===== config.mk =====
export PLATFORM = sky130hd
export DESIGN_NAME = hazard_controller
export DESIGN_NICKNAME = d
export VERILOG_FILES = /design/src/rtl/hazard_pkg.sv /design/src/rtl/md_occupancy_counter.sv /design/src/rtl/hazard_controller.sv
export SDC_FILE = /design/constraint.sdc
export NUM_CORES = 1
export LEC_CHECK = 0
export BUFFER_PORTS_ARGS = -buffer_cell sky130_fd_sc_hd__buf_2
export CORE_UTILIZATION = 25
export DETAILED_ROUTE_END_ITERATION = 10
export GPL_ROUTABILITY_DRIVEN = 0
export PLACE_DENSITY_LB_ADDON = 0.12
export SLEW_MARGIN = 20
export SYNTH_ARGS = -nofsm -noshare
export SYNTH_HDL_FRONTEND = slang
export SYNTH_SLANG_ARGS = --single-unit

===== constraint.sdc =====
create_clock -name clk -period 2.65 [get_ports clk]
set_input_delay 0.3975 -clock clk [delete_from_list [all_inputs] [get_ports clk]]
set_output_delay 0.3975 -clock clk [all_outputs]
set_load 0.01 [all_outputs]

===== src/rtl/hazard_pkg.sv =====
// hazard_pkg: shared FSM state, register-zero constant and counter widths for the hazard controller
package hazard_pkg;
    typedef enum logic {RUN, LOAD_WAIT} hz_state_t;
    localparam logic [4:0] REG_ZERO = 5'd0;
    localparam int LW_CNT_W = 3;
    localparam int MD_CNT_W = 6;
endpackage


===== src/rtl/md_occupancy_counter.sv =====
// md_occupancy_counter: tracks multiply/divide occupancy and flags a start issued while busy
module md_occupancy_counter
    import hazard_pkg::*;
#(
    parameter int MD_CYCLES = 8
) (
    input  logic clk,
    input  logic rst_n,
    input  logic start,
    output logic busy,
    output logic overlap_err
);
    logic [MD_CNT_W-1:0] cnt;
    assign busy = cnt != '0;
    // load on an idle start, count down while busy; a start while busy is ignored but latched as an error
    always_ff @(posedge clk) begin
        if (!rst_n) begin
            cnt         <= '0;
            overlap_err <= 1'b0;
        end else begin
            cnt <= (start && !busy) ? MD_CNT_W'(MD_CYCLES) : busy ? cnt - 1'b1 : '0;
            if (start && busy) overlap_err <= 1'b1;
        end
    end
endmodule


===== src/rtl/hazard_controller.sv =====
// hazard_controller: load-use, mult/div and branch hazard control; HAZARD_PERF_CNT_EN adds stall/flush cycle counters
module hazard_controller
    import hazard_pkg::*;
#(
    parameter int LOAD_BUBBLES = 1,
    parameter int MD_CYCLES    = 8
) (
    input  logic       clk,
    input  logic       rst_n,
    input  logic [4:0] rs_D,
    input  logic [4:0] rt_D,
    input  logic       uses_rs_D,
    input  logic       uses_rt_D,
    input  logic       md_op_D,
    input  logic       RegWrite_E,
    input  logic       MemtoReg_E,
    input  logic [4:0] write_reg_E,
    input  logic       md_start_E,
    input  logic       branch_taken_E,
    output logic       stall_F,
    output logic       stall_D,
    output logic       flush_D,
    output logic       flush_E,
    output logic       md_busy,
    output logic       md_overlap_err
`ifdef HAZARD_PERF_CNT_EN
    ,
    output logic [31:0] stall_cycles,
    output logic [31:0] flush_cycles
`endif
);
    hz_state_t           state, state_nx;
    logic [LW_CNT_W-1:0] lw_cnt, lw_cnt_nx;
    logic                lu_hit, md_hit, hold;

    assign lu_hit = RegWrite_E & MemtoReg_E & (write_reg_E != REG_ZERO)
                  & ((uses_rs_D & (rs_D == write_reg_E)) | (uses_rt_D & (rt_D == write_reg_E)));
    assign md_hit  = md_busy & md_op_D;
    assign hold    = (state == LOAD_WAIT) | lu_hit | md_hit;
    assign stall_F = hold & ~branch_taken_E;
    assign stall_D = hold & ~branch_taken_E;
    assign flush_D = branch_taken_E;
    assign flush_E = hold | branch_taken_E;

    md_occupancy_counter #(.MD_CYCLES(MD_CYCLES)) u_md (
        .clk         (clk),
        .rst_n       (rst_n),
        .start       (md_start_E),
        .busy        (md_busy),
        .overlap_err (md_overlap_err)
    );

    // load-use FSM state and remaining-bubble counter
    always_ff @(posedge clk) begin
        if (!rst_n) begin
            state  <= RUN;
            lw_cnt <= '0;
        end else begin
            state  <= state_nx;
            lw_cnt <= lw_cnt_nx;
        end
    end

    // a taken branch kills the waiting consumer, so it always returns the FSM to RUN
    always_comb begin
        state_nx  = state;
        lw_cnt_nx = lw_cnt;
        if (branch_taken_E) begin
            state_nx  = RUN;
            lw_cnt_nx = '0;
        end else if (state == LOAD_WAIT) begin
            lw_cnt_nx = lw_cnt - 1'b1;
            state_nx  = (lw_cnt == LW_CNT_W'(1)) ? RUN : LOAD_WAIT;
        end else if (lu_hit && LOAD_BUBBLES > 1) begin
            lw_cnt_nx = LW_CNT_W'(LOAD_BUBBLES - 1);
            state_nx  = LOAD_WAIT;
        end
    end

`ifdef HAZARD_PERF_CNT_EN
    // saturating counts of stalled and flushed cycles
    always_ff @(posedge clk) begin
        if (!rst_n) begin
            stall_cycles <= '0;
            flush_cycles <= '0;
        end else begin
            if (stall_D && stall_cycles != '1) stall_cycles <= stall_cycles + 32'd1;
            if (flush_D && flush_cycles != '1) flush_cycles <= flush_cycles + 32'd1;
        end
    end
`endif
endmodule


# After elaboration in Yosys (flattened, before gate mapping)
# Cells that the tools add are included.
# classes
shifts	0
bitwise_logic	15
addsub	2
n_eq_ne	3
n_mul	0
n_div	0
n_mux	3
n_reduce_logical	8
order_cmp	0
# op_table
operator	n
$eq A5 B5 Y1	2
$mux W4	2
$and A1 B1 Y1	7
$reduce_bool A6 Y1	1
$reduce_or A3 Y1	2
$sub A6 B1 Y6 const B	1
$reduce_bool A5 Y1	1
$not A1 Y1	4
$or A1 B1 Y1	4
$eq A3 B1 Y1 const B	1
$sub A3 B1 Y3 const B	1
$logic_and A1 B1 Y1	2
$reduce_or A2 Y1	1
$logic_not A1 Y1	1
$mux W1	1
# word_totals
out_inout_bits	6
inputBits	24
mem_count	0
romBits	0
regBits	11
latchBits	0
ramBits	0

# Longest topological paths before layout
# Gate-level depths: netlist (run 1).
# logic_depth
depth_word	7
ltp_mapped	6
depth_no_buf	5

# Modules after synthesis
# From an unflattened synthesis (run 1), not the netlist that was laid out.
# unflattened
cells_unflattened	74
hier_area_um2	655.6
# modules_own_cells
mod	seq_area_each_um2	area_per_inst_um2	cells_each	n_inst
hazard_controller	80.1	350.3	43	1
md_occupancy_counter	140.1	305.3	31	1

# Worst setup path before layout (run 1)
# Ideal clock, no wire load.
# synth_timing
kind	input to output
startpoint	input port write_reg_E[1]
endpoint	output port stall_F
slack_ps	789
t_required_ps	2253
cell_stages	5
n_path_buf	1
arrival_ps	1464
path_cell_list	or4_1 -> o211ai_2 -> or2b_1 -> o22ai_1 -> buf_4
# synth_between
elab_chain_len	7
# synth_lines
item	line_no	text
start: declaration	hazard_controller.sv:17	input logic [4:0] write_reg_E,
$eq A5 B5 Y1	hazard_controller.sv:37	& ((uses_rs_D & (rs_D == write_reg_E)) | (uses_rt_D & (rt_D == write_reg_E)));
$and A1 B1 Y1	hazard_controller.sv:37	
$or A1 B1 Y1	hazard_controller.sv:37	
$and A1 B1 Y1 *	hazard_controller.sv:37	
$or A1 B1 Y1 * (2 in a row)	hazard_controller.sv:39	assign hold = (state == LOAD_WAIT) | lu_hit | md_hit;
$and A1 B1 Y1 *	n/a	
end: declaration	hazard_controller.sv:20	output logic stall_F,
# Mark *: on every way between the ends. The rest lies on a longest branch, timed or not.

# Final worst setup path (run 1)
# layout_timing
startpoint	input port write_reg_E[1]
endpoint	output port stall_F
# layout_between
elab_chain_len	7
# layout_lines
item	line_no	text
$eq A5 B5 Y1	hazard_controller.sv:37	
$and A1 B1 Y1	hazard_controller.sv:37	
$or A1 B1 Y1	hazard_controller.sv:37	
$and A1 B1 Y1 *	hazard_controller.sv:37	
$or A1 B1 Y1 * (2 in a row)	hazard_controller.sv:39	
$and A1 B1 Y1 *	hazard_controller.sv:40	assign stall_F = hold & ~branch_taken_E;
# Marked as above.

==> impl_metrics.env, run 1 <==
export IMPL_stdcell_area_um2=825.8
export IMPL_htree_levels=1
export IMPL_cts_buffers=3
export IMPL_comb_power_share_pct=44.1
export IMPL_grtUsageTotal_pct=10.26
export IMPL_start_util_pct=27.56
export IMPL_postSynthAreaPerCell_um2=8.556
export IMPL_max_cap_viol_count=0
export IMPL_clk_path_buf_depth=2
export IMPL_rsz0062_at_grt="no"
export IMPL_p_switching_w=0.0002434
export IMPL_numClockSinks=11
export IMPL_p_leak_nw=0.3807
export IMPL_pwr_share_seq_pct=38.0
export IMPL_antenna_found_initial=0
export IMPL_post_cts_setup_buffers=0
export IMPL_vias=559
export IMPL_critPathSlowestCell="or4_1"
export IMPL_worstHoldPathType="in -> reg"
export IMPL_diodes=0
export IMPL_overflow=0
export IMPL_syn_area_um2=633.1
export IMPL_postRouteAntennaNets=0
export IMPL_cts_resized=0
export IMPL_period_needed_ns=1.992
export IMPL_clockPowerShare_pct=17.8
export IMPL_fmax_mhz=502.1
export IMPL_crit_cells=6
export IMPL_power_internal_w=0.0003974
export IMPL_hold_path_depth=2
export IMPL_finalMaxSlewViolations=0
export IMPL_grt_pass1_vias=509
export IMPL_clock_skew_ns=0.004824
export IMPL_final_fill_count=257
export IMPL_cpPeakStageDelay_ns=0.57
export IMPL_worstSkewPairLatency_ns=0.27
export IMPL_critical_path_top_delay_family="simple AND/OR/NAND/NOR gates"
export IMPL_vdd_drop_max_v=0.0004901
export IMPL_hpwl_um=1116
export IMPL_required_ns=2.25
export IMPL_maxSlewHeadroom_pct=78.42
export IMPL_design_core_area_um2=2297
export IMPL_pin_count=30
export IMPL_ys_ff_latch=11
export IMPL_cp_max_fo=3
export IMPL_worst_slew_pin_slew_ns=0.3213
export IMPL_status="complete, no violations"
export IMPL_yosysSeqAreaShare_pct=34.78
export IMPL_grt_max_degree=8
export IMPL_synthCells=74
export IMPL_drc=0
export IMPL_critical_path_most_common_cell="buf_2"
export IMPL_cp_cell_sequence="buf_2 > or4_1 > o211ai_2 > or2b_1 > o22ai_1 > buf_2"
export IMPL_cts_tree="done"
export IMPL_timing_final_crit_share_pct=75.16
export IMPL_hold_viol=0
export IMPL_fin_nets=134
export IMPL_fin_hold_ws_ns=0.3896
export IMPL_synth_cell_types=24
export IMPL_drt_iter0_drc=8
export IMPL_hold_buffers=0
export IMPL_drive_above_1_share_pct=33.33
export IMPL_die_h_um=52.33
export IMPL_dpl_cell_area_um2=798.3
export IMPL_post_route_util_pct=35.95
export IMPL_reg2regPathDepth=5
export IMPL_startpoint_type="input pin"
export IMPL_wl_per_cell_um=9.820
export IMPL_postRouteWirelength_um=1306
export IMPL_vias_per_cell=4.203
export IMPL_rows=17
export IMPL_cp_num_buf_inv=2
export IMPL_cts_clk_slew_worst_paths_ns=0.07
export IMPL_tns_ns=0
export IMPL_syn_to_final_growth_pct=30.43
export IMPL_swShare_pct=37.98
export IMPL_chipWidth_um=52.33
export IMPL_portBuffers=29
export IMPL_powerDensity_nw_per_um2=776.0
export IMPL_grt_pass1_wl_um=1973
export IMPL_syn_num_nets=102
export IMPL_arrival_ns=1.59
export IMPL_die_area_um2=2738
export IMPL_ys_warn_count=0
export IMPL_clockRootBuffer="clkbuf_4"
export IMPL_setup_viol=0
export IMPL_critPathKind="in -> out"
export IMPL_worst_setup_path_end_kind="output pin"
export IMPL_dr_pass1_iters=4
==> path summary, 6_finish.rpt <==
path	startpoint	endpoint	slack, ns
min reg2reg	u_md.cnt[0]	u_md.cnt[0]	0.46
min	md_start_E	u_md.cnt[3]	0.39
max	write_reg_E[1]	stall_F	0.66
max reg2reg	u_md.cnt[0]	u_md.cnt[4]	1.46
==> metrics by stage <==
step           total power, W  instances  setup WS [ns]
6_report            0.0006408        133         0.6582
5_1_grt             0.0007137        133         0.5085
2_1_floorplan       0.0004527         74         0.7885
4_1_cts             0.0006552        133         0.6579
3_5_place_dp        0.0005335        129         0.6646
3_3_place_gp        0.0005297        129         0.6848
==> worst reg2reg max path, delay by kind of cell (launching register included) <==
kind          cells  cell delay, ns
flops             1            0.36
simple gates      3            0.50
buf+inv           1            0.07
fa+ha+maj         1            0.19
==> synth_stat cells, drive strengths merged <==
master  instances  area (um^2)
nor2           12        45.04
dfxtp          11        220.2
xor2           11        96.34
inv             6        22.52
nand2           6        22.52
xnor2           5        43.79
ha              4        50.05
a21oi           2        10.01
buf             2        15.01
nor4            2        12.51
o211ai          2        20.02
a211oi          1        7.510
a32oi           1        8.760
and2            1        6.260
nand3           1        5.000
nor2b           1        6.260
nor3            1        5.000
o211a           1        10.01
o21ai           1        5.000
o22ai           1        6.260
or2b            1        7.510
or4             1        7.510
==> final cells by class <==
type | instances | area, um^2 | share of cell area (%)
Tap cell | 28 | 35.03 | 4.242
Multi-Input combinational cell | 55 | 375.4 | 45.45
Clock buffer | 3 | 22.52 | 2.727
Sequential cell | 11 | 220.2 | 26.67
Inverter | 6 | 22.52 | 2.727
Timing Repair Buffer | 29 | 145.1 | 17.58
Clock inverter | 1 | 5.005 | 0.6061
==> registers in the layout, summed over array words and instances, names as in the netlist <==
| register | flops |
|---|---|
| state | 1 |
| u_md.overlap_err | 1 |
| u_md.cnt | 6 |
| lw_cnt | 3 |
==> power by group through the flow <==
stage / logic [W] / registers [W] / clock network, W
after floorplan: 0.000210 / 0.000243 / 0
after global placement: 0.000283 / 0.000246 / 0
after detailed placement: 0.000287 / 0.000246 / 0
after CTS: 0.000288 / 0.000244 / 0.000123
after global routing: 0.000330 / 0.000251 / 0.000133
final: 0.000283 / 0.000244 / 0.000114
==> cells in the final DEF, fill, tap and decap left out <==
cell type and n:
xor2_1 11, clkbuf_4 3, or4_1 1, o22ai_1 1, o211ai_2 1, a211oi_1 1, a21oi_1 2, buf_2 29
nor3_1 1, clkinv_2 1, a32oi_1 1, o21ai_1 1, inv_2 1, ha_1 4, o211ai_1 1, o211a_1 1
nor2b_1 1, and2_0 1, nor2_1 12, nand2_1 6, nor4_1 2, nand3_1 1, dfxtp_1 11, inv_1 5
xnor2_1 5, or2b_1 1
==> routing by layer <==
layer  global-route usage (%)  part of all wire (%)  up-vias  routed length, um
li1                         -                     -      304                  -
met1                    10.73                    49      241                644
met2                    17.51                    45       14                594
met3                    5.797                   5.1        0                 66
met4                    2.632                     0        0                  0
met5                        0                     0        -                  0
==> cell families (layout without fill, tap and decap cells) <==
family / Yosys count / in the layout / share of synthesized area [%]
compound gates: 9 / 9 / 10.67
xor+xnor: 16 / 16 / 22.13
fa+ha+maj: 4 / 4 / 7.905
buf+inv: 8 / 39 / 5.928
flops: 11 / 11 / 34.78
simple gates: 26 / 26 / 18.58
No activity file was read; power rests on OpenSTA's default activity.
==> run 2, diff against run 1 <==
==> constraint.sdc (replaced) <==
create_clock -name clk -period 1.7 [get_ports clk]
set_input_delay 0.255 -clock clk [delete_from_list [all_inputs] [get_ports clk]]
set_output_delay 0.255 -clock clk [all_outputs]
set_load 0.01 [all_outputs]
==> impl_metrics.env, run 2 (same netlist as run 1, synthesis figures left out) <==
export IMPL_vias=575
export IMPL_cp_max_fo=3
export IMPL_wl_met2_um=673
export IMPL_die_area_um2=2738
export IMPL_worstHoldPathType="in -> reg"
export IMPL_syn_to_final_growth_pct=35.97
export IMPL_max_flop_register="u_md.cnt"
export IMPL_critical_path_top_delay_family="simple AND/OR/NAND/NOR gates"
export IMPL_fmax_mhz=600.2
export IMPL_powerDensity_nw_per_um2=1226
export IMPL_hpwl_um=1112
export IMPL_postRouteAntennaNets=0
export IMPL_required_ns=1.44
export IMPL_critPathSlowestCell="or4_4"
export IMPL_drc=0
export IMPL_start_util_pct=27.56
export IMPL_largest_reg_flops=6
export IMPL_cts_clk_slew_worst_paths_ns=0.07
export IMPL_clockRootBuffer="clkbuf_4"
export IMPL_critPathKind="in -> out"
export IMPL_rsz0062_at_grt="yes"
export IMPL_maxSlewHeadroom_pct=80.20
export IMPL_fin_hold_ws_ns=0.2441
export IMPL_dpl_cell_area_um2=813.3
export IMPL_clk_path_buf_depth=2
export IMPL_diodes=0
export IMPL_worst_setup_path_end_kind="output pin"
export IMPL_timing_final_crit_share_pct=98.00
export IMPL_setup_viol=0
export IMPL_stdcell_area_um2=860.8
export IMPL_period_needed_ns=1.666
export IMPL_dr_pass1_iters=4
export IMPL_cts_tree="done"
export IMPL_startpoint_type="input pin"
export IMPL_portBuffers=29
export IMPL_worstSkewPairLatency_ns=0.27
export IMPL_hold_buffers=0
export IMPL_cp_cell_sequence="buf_2 > or4_4 > o211ai_2 > or2b_1 > o22ai_1 > buf_2"
export IMPL_finalMaxSlewViolations=0
export IMPL_mostFrequentLayoutCells="buf_2, nor2_1, xor2_1, dfxtp_1, nand2_1"
export IMPL_top_layer_used="met3"
export IMPL_vias_per_cell=4.259
export IMPL_wl_met1_um=594
export IMPL_drt_iter0_drc=3
export IMPL_fin_nets=136
export IMPL_clock_skew_ns=0.003663
export IMPL_max_cap_viol_count=0
export IMPL_status="complete, no violations"
export IMPL_cpPeakStageDelay_ns=0.53
export IMPL_drive_above_1_share_pct=39.25
export IMPL_die_h_um=52.33
export IMPL_layout_commonest_cell="buf_2"
export IMPL_rows=17
export IMPL_wl_per_cell_um=10.01
export IMPL_grt_pass1_wl_um=2145
export IMPL_pin_count=30
export IMPL_reg_top3="u_md.cnt: 6 flops, lw_cnt: 3 flops"
export IMPL_grtUsageTotal_pct=10.44
export IMPL_chipWidth_um=52.33
export IMPL_p_leak_nw=0.3947
export IMPL_cp_num_buf_inv=2
export IMPL_hold_viol=0
export IMPL_antenna_found_initial=0
export IMPL_htree_levels=1
export IMPL_design_core_area_um2=2297
export IMPL_vdd_drop_max_v=0.0006834
export IMPL_numClockSinks=11
export IMPL_route_met3_wl_um=85
export IMPL_cts_buffers=3
export IMPL_critical_path_most_common_cell="buf_2"
export IMPL_overflow=0
export IMPL_instances_no_fill=135
export IMPL_postRouteWirelength_um=1352
export IMPL_place_inst=131
export IMPL_arrival_ns=1.41
export IMPL_worst_slew_pin_slew_ns=0.2948
export IMPL_grt_pass1_vias=540
export IMPL_grt_max_degree=8
export IMPL_post_cts_setup_buffers=0
-- run 2: final timing paths --
kind | slack, ns | endpoint | depth (start not counted) | from
setup reg to reg | 0.56 | u_md.cnt[5] | 6 | u_md.cnt[0]
hold / removal | 0.24 | u_md.cnt[3] | 2 | md_start_E
setup / recovery | 0.03 | stall_F | 6 | write_reg_E[1]
hold reg to reg | 0.42 | u_md.cnt[0] | 1 | u_md.cnt[0]
-- run 2: where the power goes --
group / switching, W / internal, W / total [W]
combinational: 0.000254 / 0.000238 / 0.000492
sequential: 0.0000519 / 0.000332 / 0.000383
clock: 0.0000930 / 0.0000871 / 0.000180
-- run 2: stage by stage --
stage               TNS (ns)  worst slack (ns)  util [%]  total power, W
floorplan                  0            0.1142         -       0.0007057
global placement           0           0.02739     35.40       0.0008545
detailed placement         0          0.006621     35.40       0.0008582
CTS                        0          0.001752     36.66        0.001049
global route        -0.04695          -0.01969     37.47        0.001168
finish                     0           0.03397     37.47        0.001055
-- run 2: final cells by class --
| class | instances | area, um^2 |
|---|---|---|
| Clock buffer | 3 | 22.52 |
| Clock inverter | 1 | 5.005 |
| Fill cell | 263 | 1436 |
| Inverter | 6 | 22.52 |
| Multi-Input combinational cell | 55 | 394.1 |
| Sequential cell | 11 | 221.5 |
| Tap cell | 28 | 35.03 |
| Timing Repair Buffer | 31 | 160.2 |
-- run 2: metal layers --
metal	GRT usage, %	vias up
met1	12.13	252
met5	0	-
li1	-	309
met3	4.348	0
met2	17.51	14
met4	2.632	0
-- run 2: repair_timing --
action | 4_1_cts | 5_1_grt
pin swaps | 0 | 1
resized for setup | 1 | 4
hold endpoints to repair | 0 | 0
setup endpoints to repair | 2 | 3
==> run 3, diff against run 2 <==
--- a/config.mk
+++ b/config.mk
@@ -7,6 +7,7 @@
 export LEC_CHECK = 0
 export BUFFER_PORTS_ARGS = -buffer_cell sky130_fd_sc_hd__buf_2
 export CORE_UTILIZATION = 25
+export CTS_BUF_LIST = sky130_fd_sc_hd__clkbuf_16
 export DETAILED_ROUTE_END_ITERATION = 10
 export GPL_ROUTABILITY_DRIVEN = 0
 export PLACE_DENSITY_LB_ADDON = 0.12
==> impl_metrics.env, run 3 (same netlist as run 1, synthesis figures left out) <==
export IMPL_status="complete, no violations"
export IMPL_max_flop_register="u_md.cnt"
export IMPL_rrSetupSlack_ns=0.54
export IMPL_grt_pass1_vias=552
export IMPL_clk_path_buf_depth=2
export IMPL_dp_slack_ns=0.006621
export IMPL_postRouteAntennaNets=0
export IMPL_critPathKind="in -> out"
export IMPL_fmax_mhz=600.2
export IMPL_rows=17
export IMPL_start_util_pct=27.56
export IMPL_wl_per_cell_um=9.852
export IMPL_required_ns=1.44
export IMPL_worstSkewPairLatency_ns=0.24
export IMPL_p_switching_w=0.0004054
export IMPL_syn_to_final_growth_pct=43.48
export IMPL_vdd_drop_max_v=0.001018
export IMPL_place_inst=131
export IMPL_vias=573
export IMPL_timing_final_crit_share_pct=98.00
export IMPL_clock_skew_ns=0.003419
export IMPL_powerDensity_nw_per_um2=1411
export IMPL_cpPeakStageDelay_ns=0.53
export IMPL_instances_no_fill=135
export IMPL_pin_count=30
export IMPL_drt_iter0_drc=4
export IMPL_layout_commonest_cell="buf_2"
export IMPL_grt_pass1_wl_um=2187
export IMPL_fin_nets=136
export IMPL_final_fill_count=250
export IMPL_timing_final_ws_setup_ns=0.03397
export IMPL_drc=0
export IMPL_diodes=0
export IMPL_cts_buffers=3
export IMPL_critical_path_most_common_cell="buf_2"
export IMPL_cp_cell_sequence="buf_2 > or4_4 > o211ai_2 > or2b_1 > o22ai_1 > buf_2"
export IMPL_postRouteWirelength_um=1330
export IMPL_power_w=0.001282
export IMPL_startpoint_type="input pin"
export IMPL_htree_levels=1
export IMPL_maxSlewHeadroom_pct=80.25
export IMPL_die_h_um=52.33
export IMPL_overflow=0
export IMPL_pwr_share_seq_pct=30.1
export IMPL_comb_power_share_pct=37.0
export IMPL_post_route_util_pct=39.54
export IMPL_period_needed_ns=1.666
export IMPL_antenna_found_initial=0
export IMPL_mostFrequentLayoutCells="buf_2, nor2_1, xor2_1, dfxtp_1, nand2_1"
export IMPL_arrival_ns=1.41
export IMPL_hold_buffers=0
export IMPL_portBuffers=29
export IMPL_swShare_pct=31.64
export IMPL_max_cap_viol_count=0
export IMPL_vias_per_cell=4.244
export IMPL_post_cts_setup_buffers=0
export IMPL_p_leak_nw=0.4161
export IMPL_die_area_um2=2738
export IMPL_clockPowerShare_pct=32.9
export IMPL_worstHoldPathType="in -> reg"
export IMPL_numClockSinks=11
export IMPL_cp_max_fo=3
export IMPL_worst_slew_pin_slew_ns=0.2940
export IMPL_clockRootBuffer="clkbuf_16"
export IMPL_multi_input_area_um2=389.1
export IMPL_chipWidth_um=52.33
export IMPL_setup_viol=0
export IMPL_grt_max_degree=8
export IMPL_tns_ns=0
export IMPL_hold_viol=0
export IMPL_power_internal_w=0.0008761
export IMPL_cts_clk_slew_worst_paths_ns=0.04
export IMPL_hpwl_um=1112
export IMPL_seqCellArea_um2=221.5
export IMPL_reg_top3="u_md.cnt: 6 flops, lw_cnt: 3 flops"
export IMPL_cts_tree="done"
export IMPL_design_core_area_um2=2297
export IMPL_largest_reg_flops=6
export IMPL_rsz0062_at_grt="yes"
export IMPL_worst_setup_path_end_kind="output pin"
export IMPL_dr_pass1_iters=4
export IMPL_grtUsageTotal_pct=10.63
export IMPL_finalMaxSlewViolations=0
export IMPL_drive_above_1_share_pct=38.32
export IMPL_critPathSlowestCell="or4_4"
==> run 3: cell count changes in the layout (fill, tap and decap cells not counted) <==
cell | before | now
clkbuf_16 | 0 | 3
clkbuf_4 | 3 | 0
nand3_1 | 0 | 1
nand3_2 | 1 | 0
==> run 3: final cells by class <==
class	instances	share of cell area, %
Tap cell	28	3.857
Clock buffer	3	8.264
Timing Repair Buffer	31	17.63
Inverter	6	2.479
Sequential cell	11	24.38
Clock inverter	1	0.5510
Multi-Input combinational cell	55	42.84
==> run 3: critical path, delay by kind of cell <==
family	cells	cell delay (ns)
buffers and inverters	2	0.28
AO/OA/AOI/OAI	2	0.23
AND/OR/NAND/NOR	2	0.65
==> run 3: through the flow <==
stage	hold slack, ns	area (um^2)
detailed placement	0.4515	813.3
finish	0.2827	908.4
global placement	0.4357	813.3
global route	0.3054	908.4
CTS	0.2803	893.4
floorplan	0.3832	633.1
==> run 3: power groups by stage <==
stage	combinational, W	sequential [W]	clock, W
after floorplan	0.000328	0.000378	0
after global placement	0.000471	0.000384	0
after detailed placement	0.000471	0.000387	0
after CTS	0.000476	0.000384	0.000434
after global routing	0.000554	0.000394	0.000447
final	0.000475	0.000385	0.000422
==> run 3: timing repair <==
| action | 4_1_cts | 5_1_grt |
|---|---|---|
| resized for setup | 0 | 4 |
| endpoints found under the setup margin | 0 | 3 |
| endpoints found under the hold margin | 0 | 0 |
==> run 3: worst paths after layout <==
path | cells past startpoint | to | startpoint
setup / recovery | 6 | stall_F | write_reg_E[1]
hold / removal | 2 | u_md.cnt[3] | md_start_E
setup reg to reg | 6 | u_md.cnt[5] | u_md.cnt[0]
hold reg to reg | 1 | u_md.cnt[0] | u_md.cnt[0]
==> run 3: layer usage <==
metal | vias up | GRT usage (%) | part of all wire, %
met5 | - | 0 | 0
li1 | 308 | - | -
met4 | 0 | 2.632 | 0
met1 | 251 | 12.15 | 46
met2 | 14 | 18.14 | 48
met3 | 0 | 4.348 | 5.6
